$ cat src/rtl/enc4x2_rr_2x_pkg.sv
// Shared types for the registered 4-to-2 request encoder.
// State encoding, index width and the grant decode helper.
package enc4x2_rr_2x_pkg;

  localparam int IDX_W = 2;
  localparam int NREQ  = 4;

  typedef logic [IDX_W-1:0] idx_t;

  typedef enum logic {
    IDLE = 1'b0,
    HOLD = 1'b1
  } state_e;

  function automatic logic [NREQ-1:0] dec2(input idx_t a);
    logic [NREQ-1:0] g;
    g = '0;
    unique case (a)
      2'd0: g = 4'b0001;
      2'd1: g = 4'b0010;
      2'd2: g = 4'b0100;
      2'd3: g = 4'b1000;
      default: g = '0;
    endcase
    return g;
  endfunction

endpackage

$ cat src/rtl/enc4x2_rr_2x_if.sv
// Request/grant bundle between a requester/consumer and the encoder.
// The encoder sits on the slave side.
interface enc4x2_rr_2x_if;

  logic EN;
  logic D0;
  logic D1;
  logic D2;
  logic D3;
  logic ACK;
  logic A0;
  logic A1;
  logic VLD;
  logic G0;
  logic G1;
  logic G2;
  logic G3;

  modport master (
    output EN, D0, D1, D2, D3, ACK,
    input  A0, A1, VLD, G0, G1, G2, G3
  );

  modport slave (
    input  EN, D0, D1, D2, D3, ACK,
    output A0, A1, VLD, G0, G1, G2, G3
  );

endinterface

$ cat src/rtl/enc4x2_rr_2x_rr_pick4.sv
// Combinational 4-way picker: first set request at or after the
// start pointer (round-robin) or lowest set request (fixed).
import enc4x2_rr_2x_pkg::*;

module rr_pick4 (
  input  logic [3:0] req_i,
  input  idx_t       ptr_i,
  input  logic       rr_en_i,
  output logic       hit_o,
  output idx_t       idx_o
);

  idx_t       base;
  idx_t       off;
  logic [7:0] dbl;
  logic [3:0] rot;

  // Rotate so the start index lands on bit 0, then a plain priority pick.
  always_comb begin
    base  = rr_en_i ? ptr_i : '0;
    dbl   = {req_i, req_i} >> base;
    rot   = dbl[3:0];
    hit_o = |req_i;
    off   = '0;
    priority case (1'b1)
      rot[0]:  off = 2'd0;
      rot[1]:  off = 2'd1;
      rot[2]:  off = 2'd2;
      rot[3]:  off = 2'd3;
      default: off = 2'd0;
    endcase
    idx_o = base + off;
  end

endmodule

$ cat src/rtl/enc4x2_rr_2x.sv
// Registered 4-to-2 request encoder with hold-until-ACK handshake
// and round-robin or fixed priority selection.
import enc4x2_rr_2x_pkg::*;

module enc4x2_rr_2x #(
  parameter bit RR_EN = 1'b1
) (
  input  logic            CLK,
  input  logic            RSTB,
  enc4x2_rr_2x_if.slave   bus
);

  state_e     state_q;
  idx_t       a_q;
  idx_t       ptr_q;
  idx_t       ptr_d;
  idx_t       ptr_sel;
  logic       vld_q;
  logic [3:0] req;
  logic [3:0] g;
  logic       hit;
  idx_t       idx;

  assign req = {bus.D3, bus.D2, bus.D1, bus.D0} & {4{bus.EN}};

  // In HOLD the next pick must already see the post-ACK pointer.
  assign ptr_d   = a_q + idx_t'(1);
  assign ptr_sel = (state_q == HOLD) ? ptr_d : ptr_q;

  rr_pick4 u_pick (
    .req_i   (req),
    .ptr_i   (ptr_sel),
    .rr_en_i (RR_EN),
    .hit_o   (hit),
    .idx_o   (idx)
  );

  always_ff @(posedge CLK or negedge RSTB) begin
    if (!RSTB) begin
      state_q <= IDLE;
      a_q     <= '0;
      ptr_q   <= '0;
      vld_q   <= 1'b0;
    end else begin
      unique case (state_q)
        IDLE: begin
          if (hit) begin
            a_q     <= idx;
            vld_q   <= 1'b1;
            state_q <= HOLD;
          end
        end
        HOLD: begin
          if (bus.ACK) begin
            ptr_q <= ptr_d;
            if (hit) begin
              a_q <= idx;
            end else begin
              vld_q   <= 1'b0;
              state_q <= IDLE;
            end
          end
        end
        default: begin
          state_q <= IDLE;
          vld_q   <= 1'b0;
        end
      endcase
    end
  end

  assign g = dec2(a_q) & {4{vld_q}};

  assign bus.A0  = a_q[0];
  assign bus.A1  = a_q[1];
  assign bus.VLD = vld_q;
  assign bus.G0  = g[0];
  assign bus.G1  = g[1];
  assign bus.G2  = g[2];
  assign bus.G3  = g[3];

endmodule

$ cat src/flat_wrapper.sv
// flat-port wrapper written by rule: the top's interface ports become plain ports
module enc4x2_rr_2x_flat 
#(
  parameter bit RR_EN = 1'b1
)
  (CLK, RSTB, bus_EN, bus_D0, bus_D1, bus_D2, bus_D3, bus_ACK, bus_A0, bus_A1, bus_VLD, bus_G0, bus_G1, bus_G2, bus_G3);
  enc4x2_rr_2x_if bus_i ();
  input  logic CLK;
  input  logic RSTB;
  input wire logic [$bits(bus_i.EN)-1:0] bus_EN;
  input wire logic [$bits(bus_i.D0)-1:0] bus_D0;
  input wire logic [$bits(bus_i.D1)-1:0] bus_D1;
  input wire logic [$bits(bus_i.D2)-1:0] bus_D2;
  input wire logic [$bits(bus_i.D3)-1:0] bus_D3;
  input wire logic [$bits(bus_i.ACK)-1:0] bus_ACK;
  output wire logic [$bits(bus_i.A0)-1:0] bus_A0;
  output wire logic [$bits(bus_i.A1)-1:0] bus_A1;
  output wire logic [$bits(bus_i.VLD)-1:0] bus_VLD;
  output wire logic [$bits(bus_i.G0)-1:0] bus_G0;
  output wire logic [$bits(bus_i.G1)-1:0] bus_G1;
  output wire logic [$bits(bus_i.G2)-1:0] bus_G2;
  output wire logic [$bits(bus_i.G3)-1:0] bus_G3;
  assign bus_i.EN = bus_EN;
  assign bus_i.D0 = bus_D0;
  assign bus_i.D1 = bus_D1;
  assign bus_i.D2 = bus_D2;
  assign bus_i.D3 = bus_D3;
  assign bus_i.ACK = bus_ACK;
  assign bus_A0 = bus_i.A0;
  assign bus_A1 = bus_i.A1;
  assign bus_VLD = bus_i.VLD;
  assign bus_G0 = bus_i.G0;
  assign bus_G1 = bus_i.G1;
  assign bus_G2 = bus_i.G2;
  assign bus_G3 = bus_i.G3;
  enc4x2_rr_2x #(.RR_EN(RR_EN)) u_core (.CLK(CLK), .RSTB(RSTB), .bus(bus_i));
endmodule
$ cat config.mk
export PLATFORM = sky130hd
export DESIGN_NAME = enc4x2_rr_2x_flat
export DESIGN_NICKNAME = d
export VERILOG_FILES = /design/src/rtl/enc4x2_rr_2x_pkg.sv /design/src/rtl/enc4x2_rr_2x_if.sv /design/src/rtl/enc4x2_rr_2x_rr_pick4.sv /design/src/rtl/enc4x2_rr_2x.sv /design/src/flat_wrapper.sv
export SDC_FILE = /design/constraint.sdc
export NUM_CORES = 1
export LEC_CHECK = 0
export CORE_UTILIZATION = 30
export DETAILED_ROUTE_END_ITERATION = 12
export DONT_BUFFER_PORTS = 1
export SETUP_SLACK_MARGIN = 0.05
export SKIP_LAST_GASP = 1
export SLEW_MARGIN = 20
export SYNTH_ARGS = -nofsm -noshare
export SYNTH_HDL_FRONTEND = slang
export SYNTH_SLANG_ARGS = --single-unit
$ cat constraint.sdc
create_clock -name CLK -period 2.1 [get_ports CLK]
set_input_delay 0.42 -clock CLK [delete_from_list [all_inputs] [get_ports CLK]]
set_output_delay 0.42 -clock CLK [all_outputs]
set_load 0.02 [all_outputs]
; ---- Yosys cells after proc, flatten, opt, wreduce, memory -nomap -nowiden
; Cells that the tools add are included.
[totals]
ff_bits = 6
input_bits = 8
output_inout_bits = 7
elab_cells = 36
[classes]
n_addsub = 2
eq_ne = 6
n_shift = 1
n_mux = 16
bitwise = 3
n_reduce_logical = 4
[ops]
columns = op, count
row1 = case mux 4 bit (4 select lines), 1
row2 = 2-to-1 mux 2 bit, 7
row3 = bitwise AND 4 bit, 2
row4 = right shift 8 x 2 -> 4 bit, 1
row5 = 2-to-1 mux 1 bit, 5
row6 = "equality test 2 bit, second input constant", 2
row7 = "inequality test 2 bit, second input constant", 2
row8 = case mux 1 bit (2 select lines), 2
row9 = case mux 2 bit (2 select lines), 1
row10 = OR reduction 4 bit, 1
row11 = AND reduction 3 bit, 1
row12 = "adder 2 x 1 -> 2 bit, second input constant", 1
row13 = adder 2 bit, 1
row14 = "equality test 2 x 1 -> 1 bit, second input constant", 1
row15 = zero test 2 bit, 1
row16 = "inequality test 2 x 1 -> 1 bit, second input constant", 1
row17 = AND reduction 2 bit, 1
row18 = NOT 1 bit, 1

; ---- Longest topological paths before layout
[logic_depth]
word_depth = 11
ltp_mapped = 12
mapped_depth_nobuf = 12

; ---- Cells and area by module
; From an unflattened synthesis, not the netlist that was laid out.
[unflattened]
cells_unflattened = 51
area_unflattened_um2 = 465.4
[by_module_without_submodules]
columns = mod, n_inst, cells_per_inst, area_per_inst_um2, seq_area_each_um2
row1 = enc4x2_rr_2x, 1, 35, 365.4, 150.1
row2 = rr_pick4, 1, 16, 100.1, 0.0

; ---- Worst setup path after synthesis
; Ideal clock, no wire load.
[synth_path]
path_type = register to register
from = register u_core.a_q[0]
to = register u_core.a_q[1]
setup_time_ns = 0.122
arrival_time_ns = 2.284
required_time_ns = 1.978
path_slack_ns = -0.306
path_stages_with_launch = 13
path_buffers = 0
period_less_slack_ns = 2.406
path_cell_list = dfrtp_1 -> inv_1 -> ha_1 -> mux2i_1 -> nand2_1 -> a21boi_0 -> o22ai_1 -> o21ai_0 -> a21oi_1 -> ha_1 -> xnor2_1 -> xnor2_1 -> o21ai_1
[synth_between]
elab_chain_len = 11
[synth_lines]
columns = item, line
row1 = start: declaration, enc4x2_rr_2x.sv:14  ; idx_t a_q;
row2 = start signal: assignment, enc4x2_rr_2x.sv:48  ; a_q <= idx;
row3 = start signal: assignment, enc4x2_rr_2x.sv:57  ; a_q <= idx;
row4 = adder 2 x 1 -> 2 bit (*), enc4x2_rr_2x.sv:27  ; assign ptr_d = a_q + idx_t'(1);
row5 = named net u_core.ptr_d[0], enc4x2_rr_2x.sv:16  ; idx_t ptr_d;
row6 = 2-to-1 mux 2 bit (*), enc4x2_rr_2x.sv:28  ; assign ptr_sel = (state_q == HOLD) ? ptr_d : ptr_q;
row7 = right shift 8 x 2 -> 4 bit, enc4x2_rr_2x_rr_pick4.sv:21  ; dbl = {req_i, req_i} >> base;
row8 = 2-to-1 mux 2 bit (4 in a row), enc4x2_rr_2x_rr_pick4.sv:25  ; priority case (1'b1)
row9 = adder 2 bit (*), enc4x2_rr_2x_rr_pick4.sv:32  ; idx_o = base + off;
row10 = 2-to-1 mux 2 bit (*), "enc4x2_rr_2x.sv:47, enc4x2_rr_2x.sv:56"
row11 = 2-to-1 mux 2 bit, enc4x2_rr_2x.sv:54  ; if (bus.ACK) begin
row12 = case mux 2 bit (2 select lines) (*), enc4x2_rr_2x.sv:45  ; unique case (state_q)
; Mark *: on every way through the listed nets, which the timed path passes. The rest lies on a longest branch. The select of a mux whose other input is x is not followed.
; A chain may end at the register's enable or synchronous reset.

; ---- Final worst setup path
[layout_path]
from = register u_core.a_q[1]
to = register u_core.a_q[1]
; Same word-level chain as after synthesis.

==> metrics.txt <==
# TYPE chip_impl_metric gauge
chip_impl_info{name="outcome",value="complete, but fails checks"} 1
chip_impl_info{name="failed_checks",value="setup timing"} 1
chip_impl_metric{name="slowest_delay",unit="ns"} 0.40
chip_impl_metric{name="num_rows",unit=""} 15
chip_impl_metric{name="power_frac_comb",unit=""} 0.670
chip_impl_metric{name="period_minus_slack",unit="ns"} 2.10
chip_impl_metric{name="post-dp-hpwl",unit="um"} 887
chip_impl_metric{name="pin_count_of_the_biggest_net_entering_global_routing",unit=""} 9
chip_impl_metric{name="cts-root-to-sink-buffers",unit=""} 2
chip_impl_metric{name="total_power_density_per_cell_area",unit="mW/mm2"} 1390
chip_impl_metric{name="routedWlPerCell",unit="um"} 11.5
chip_impl_metric{name="final_critical_path_setup_slack",unit="ns"} -0.00181
chip_impl_metric{name="numPlacedInstances",unit=""} 92
chip_impl_metric{name="crit_required",unit="ns"} 2.23
chip_impl_metric{name="final_layout_size_suffix_gt1_frac",unit=""} 0.351
chip_impl_info{name="synth_area_leader_cell",value="sky130_fd_sc_hd__dfrtp_1"} 1
chip_impl_metric{name="synthesis.yosys.warnings",unit=""} 0
chip_impl_metric{name="portion_of_synthesized_cell_area_occupied_by_the_leading_cell_type",unit=""} 0.272
chip_impl_metric{name="gpl.final_weighted_congestion",unit=""} 0.828
chip_impl_info{name="critical-path-top-cell-by-count",value="sky130_fd_sc_hd__a21oi_2"} 1
chip_impl_info{name="grt_setup_unrepaired",value="true"} 1
chip_impl_metric{name="ios",unit=""} 15
chip_impl_metric{name="drt_first_pass_iters",unit=""} 4
chip_impl_metric{name="ys_seq_elements",unit=""} 6
chip_impl_info{name="layout.cells.most_common_list",value="sky130_fd_sc_hd__buf_4 (10), sky130_fd_sc_hd__nor2_1 (5), sky130_fd_sc_hd__nand2_1 (5)"} 1
chip_impl_info{name="cp_top_family",value="compound AO/OA/AOI/OAI gates"} 1
chip_impl_info{name="timing.critical_path.cells",value="inv_2, ha_4, mux2_4, a21oi_2, a21oi_1, nor2_1, a21oi_2, a21oi_2, ha_2, xnor2_1, xnor2_1, o21ai_1"} 1
chip_impl_info{name="worst_path_cell_with_the_longest_stage_delay",value="sky130_fd_sc_hd__dfrtp_2"} 1
chip_impl_metric{name="die_area",unit="mm2"} 0.00201
chip_impl_metric{name="detail_route.vias_per_cell",unit=""} 5.03
chip_impl_metric{name="net-switching-power",unit="mW"} 0.419
chip_impl_metric{name="core_area",unit="mm2"} 0.00173
chip_impl_metric{name="rrSetupSlack",unit="ns"} -0.002
chip_impl_metric{name="finalNetCount",unit=""} 91
chip_impl_metric{name="max_cap_violations",unit=""} 0
chip_impl_metric{name="globalRouteTotalUtil",unit=""} 0.138
chip_impl_metric{name="synth_cell_types",unit=""} 28
chip_impl_metric{name="wire_length_of_the_first_global_routing_pass",unit="um"} 1930
chip_impl_metric{name="worstSkewPairLatency",unit="ns"} 0.25
chip_impl_metric{name="fillers",unit=""} 186
chip_impl_metric{name="arrival",unit="ns"} 2.24
chip_impl_metric{name="hold_viol_final",unit=""} 0
chip_impl_metric{name="area_growth_syn_to_layout",unit="%"} 30.6
chip_impl_metric{name="via_count",unit=""} 513
chip_impl_metric{name="wl",unit="um"} 1180
chip_impl_metric{name="post-route-drc-count",unit=""} 0
chip_impl_metric{name="fin_area",unit="um2"} 721
chip_impl_metric{name="p_leak",unit="nW"} 0.303
chip_impl_metric{name="power_report.internal_total",unit="mW"} 0.581
chip_impl_metric{name="start_util",unit=""} 0.320
chip_impl_metric{name="worstPathMaxFanout",unit=""} 3
chip_impl_metric{name="die_w",unit="um"} 44.9
chip_impl_metric{name="fin_crit_sh",unit=""} 1.00
chip_impl_metric{name="maxSlewViolCount",unit=""} 0
chip_impl_info{name="cts_tree",value="yes"} 1
chip_impl_info{name="cp-end-kind",value="flip-flop"} 1
chip_impl_info{name="cts.root.buffer_cell",value="sky130_fd_sc_hd__clkbuf_4"} 1
chip_impl_metric{name="portBuffers",unit=""} 0
chip_impl_info{name="setup.worst_path.class",value="reg -> reg"} 1
chip_impl_metric{name="cts.clk_slew.worst_paths",unit="ns"} 0.05
chip_impl_metric{name="number_of_antenna_violations_at_the_first_check_in_global_routing",unit=""} 0
chip_impl_metric{name="tightestPinTransition",unit="ns"} 0.335
chip_impl_metric{name="fin_skew",unit="ns"} 0.00472
chip_impl_info{name="ys_top_cells_by_area",value="sky130_fd_sc_hd__dfrtp_1 (27%), sky130_fd_sc_hd__ha_1 (11%), sky130_fd_sc_hd__a21oi_1 (4.5%)"} 1
chip_impl_metric{name="timing.critical_path.buf_inv",unit=""} 1
chip_impl_metric{name="antenna_violating_nets_post_route",unit=""} 0
chip_impl_metric{name="num_antenna_cells",unit=""} 0
chip_impl_metric{name="synth_cells",unit=""} 64
chip_impl_metric{name="die_h",unit="um"} 44.9
chip_impl_metric{name="placedInstanceArea",unit="um2"} 637
chip_impl_metric{name="worst_supply_voltage_drop_on_vdd",unit="mV"} 0.442
chip_impl_metric{name="drt-initial-drc-count",unit=""} 6
chip_impl_metric{name="cts-htree-levels",unit=""} 1
chip_impl_metric{name="sequentialPowerShare",unit=""} 0.210
chip_impl_metric{name="first_global_vias",unit=""} 471
chip_impl_metric{name="syn_avg_cell_area",unit="um2"} 8.62
chip_impl_metric{name="whs",unit="ns"} 0.268
chip_impl_info{name="most_common_cell_after_layout_fill_and_taps_aside",value="sky130_fd_sc_hd__buf_4"} 1
chip_impl_info{name="worstHoldPathType",value="in -> reg"} 1
chip_impl_metric{name="mappedNetlistArea",unit="um2"} 552
chip_impl_metric{name="timing.max_slew.rel_slack",unit=""} 0.772
chip_impl_metric{name="layoutNonFillerInstCount",unit=""} 102
chip_impl_metric{name="power.share.switching",unit=""} 0.419
chip_impl_metric{name="remaining_overflow_grt",unit=""} 0
chip_impl_metric{name="tritoncts.num_buffers",unit=""} 3
chip_impl_metric{name="clkPwrFrac",unit=""} 0.121
chip_impl_metric{name="synth.yosys.seq_area_share",unit=""} 0.272
chip_impl_info{name="cp-start-kind",value="flip-flop"} 1
chip_impl_metric{name="fmax",unit="MHz"} 476
chip_impl_metric{name="clock_sink_count",unit=""} 6
chip_impl_metric{name="final-setup-viol-count",unit=""} 1
chip_impl_metric{name="synth_nets",unit=""} 77
[metrics by stage]
stage / setup TNS [ns] / utilization / worst slack [ns] / total power, mW
6_report: -0.00181 / 0.417 / -0.00181 / 1.00
5_1_grt: -0.211 / 0.417 / -0.131 / 1.09
4_1_cts: -0.0436 / 0.409 / -0.0283 / 0.986
3_5_place_dp: -0.0427 / 0.369 / -0.0394 / 0.791
3_3_place_gp: 0 / 0.369 / 0.0117 / 0.783
2_1_floorplan: 0 / - / 0.0133 / 0.657
[Yosys cell counts]
cell type and n:
sky130_fd_sc_hd__mux2i_2 1, sky130_fd_sc_hd__clkbuf_1 1, sky130_fd_sc_hd__a211oi_1 1, sky130_fd_sc_hd__nand3_1 1
sky130_fd_sc_hd__mux2_4 1, sky130_fd_sc_hd__mux2i_1 2, sky130_fd_sc_hd__inv_1 5, sky130_fd_sc_hd__and2_1 4
sky130_fd_sc_hd__or3b_1 1, sky130_fd_sc_hd__xnor2_1 2, sky130_fd_sc_hd__buf_6 1, sky130_fd_sc_hd__mux2_2 2
sky130_fd_sc_hd__nand2_1 5, sky130_fd_sc_hd__a31oi_1 1, sky130_fd_sc_hd__o21ai_0 2, sky130_fd_sc_hd__o22ai_1 2
sky130_fd_sc_hd__nor4b_1 1, sky130_fd_sc_hd__o41ai_1 2, sky130_fd_sc_hd__nand2b_1 3, sky130_fd_sc_hd__o21ai_1 1
sky130_fd_sc_hd__ha_1 5, sky130_fd_sc_hd__a21boi_0 1, sky130_fd_sc_hd__dfrtp_1 6, sky130_fd_sc_hd__nand3b_1 1
sky130_fd_sc_hd__a21oi_1 5, sky130_fd_sc_hd__nor3_1 1, sky130_fd_sc_hd__o311ai_1 1, sky130_fd_sc_hd__nor2_1 5
[power by group through the flow]
stage               Sequential, mW  Clock, mW  Combinational, mW
floorplan                    0.246          0              0.411
global placement             0.210          0              0.572
detailed placement           0.213          0              0.577
CTS                          0.210      0.124              0.652
global route                 0.217      0.135              0.740
finish                       0.209      0.121              0.670
[layout make-up]
cell class,count,area (um2),area share
inverter,5,18.8,0.0260
timing repair buffer,11,85.1,0.118
multi-input combinational,51,407,0.564
clock buffer,4,26.3,0.0365
tap,25,31.3,0.0434
sequential,6,153,0.212
[kinds of logic after synthesis]
group,count (synthesis),synth area share
xor+xnor,2,0.0318
flops,6,0.272
simple gates,22,0.211
compound gates,16,0.181
fa+ha+maj,5,0.113
mux,6,0.129
buf+inv,7,0.0612
[layer usage]
metal,vias up,GRT usage,routed length [um]
met5,-,0,0
met4,0,0.0364,0
met3,0,0.0640,38
met2,11,0.226,633
met1,247,0.162,505
li1,255,-,-
[sequential cells by signal, indices dropped and copies added, names as in the netlist]
register        flops
u_core.bus.VLD      1
u_core.state_q      1
u_core.a_q          2
u_core.ptr_q        2
[worst paths after layout]
kind	from	end	cells past startpoint
hold / removal	bus_ACK	u_core.bus.VLD$_DFFE_PN0P_	1
max in group asynchronous	RSTB	u_core.a_q[0]$_DFFE_PN0P_	1
setup reg to reg	u_core.a_q[1]$_DFFE_PN0P_	u_core.a_q[1]$_DFFE_PN0P_	12
min in group asynchronous	RSTB	u_core.bus.VLD$_DFFE_PN0P_	1
hold reg to reg	u_core.ptr_q[0]$_DFFE_PN0P_	u_core.ptr_q[0]$_DFFE_PN0P_	2
setup / recovery	u_core.a_q[1]$_DFFE_PN0P_	u_core.a_q[1]$_DFFE_PN0P_	12
[timing repair]
item | 4_1_cts | 5_1_grt
resized for setup | 1 | 2
buffers inserted | 4 | 1
setup endpoints to repair | 2 | 2
hold buffers | 1 | 0
endpoints found under the hold margin | 6 | 0
pin swaps | 3 | 1
No activity file was read; power rests on OpenSTA's default activity.
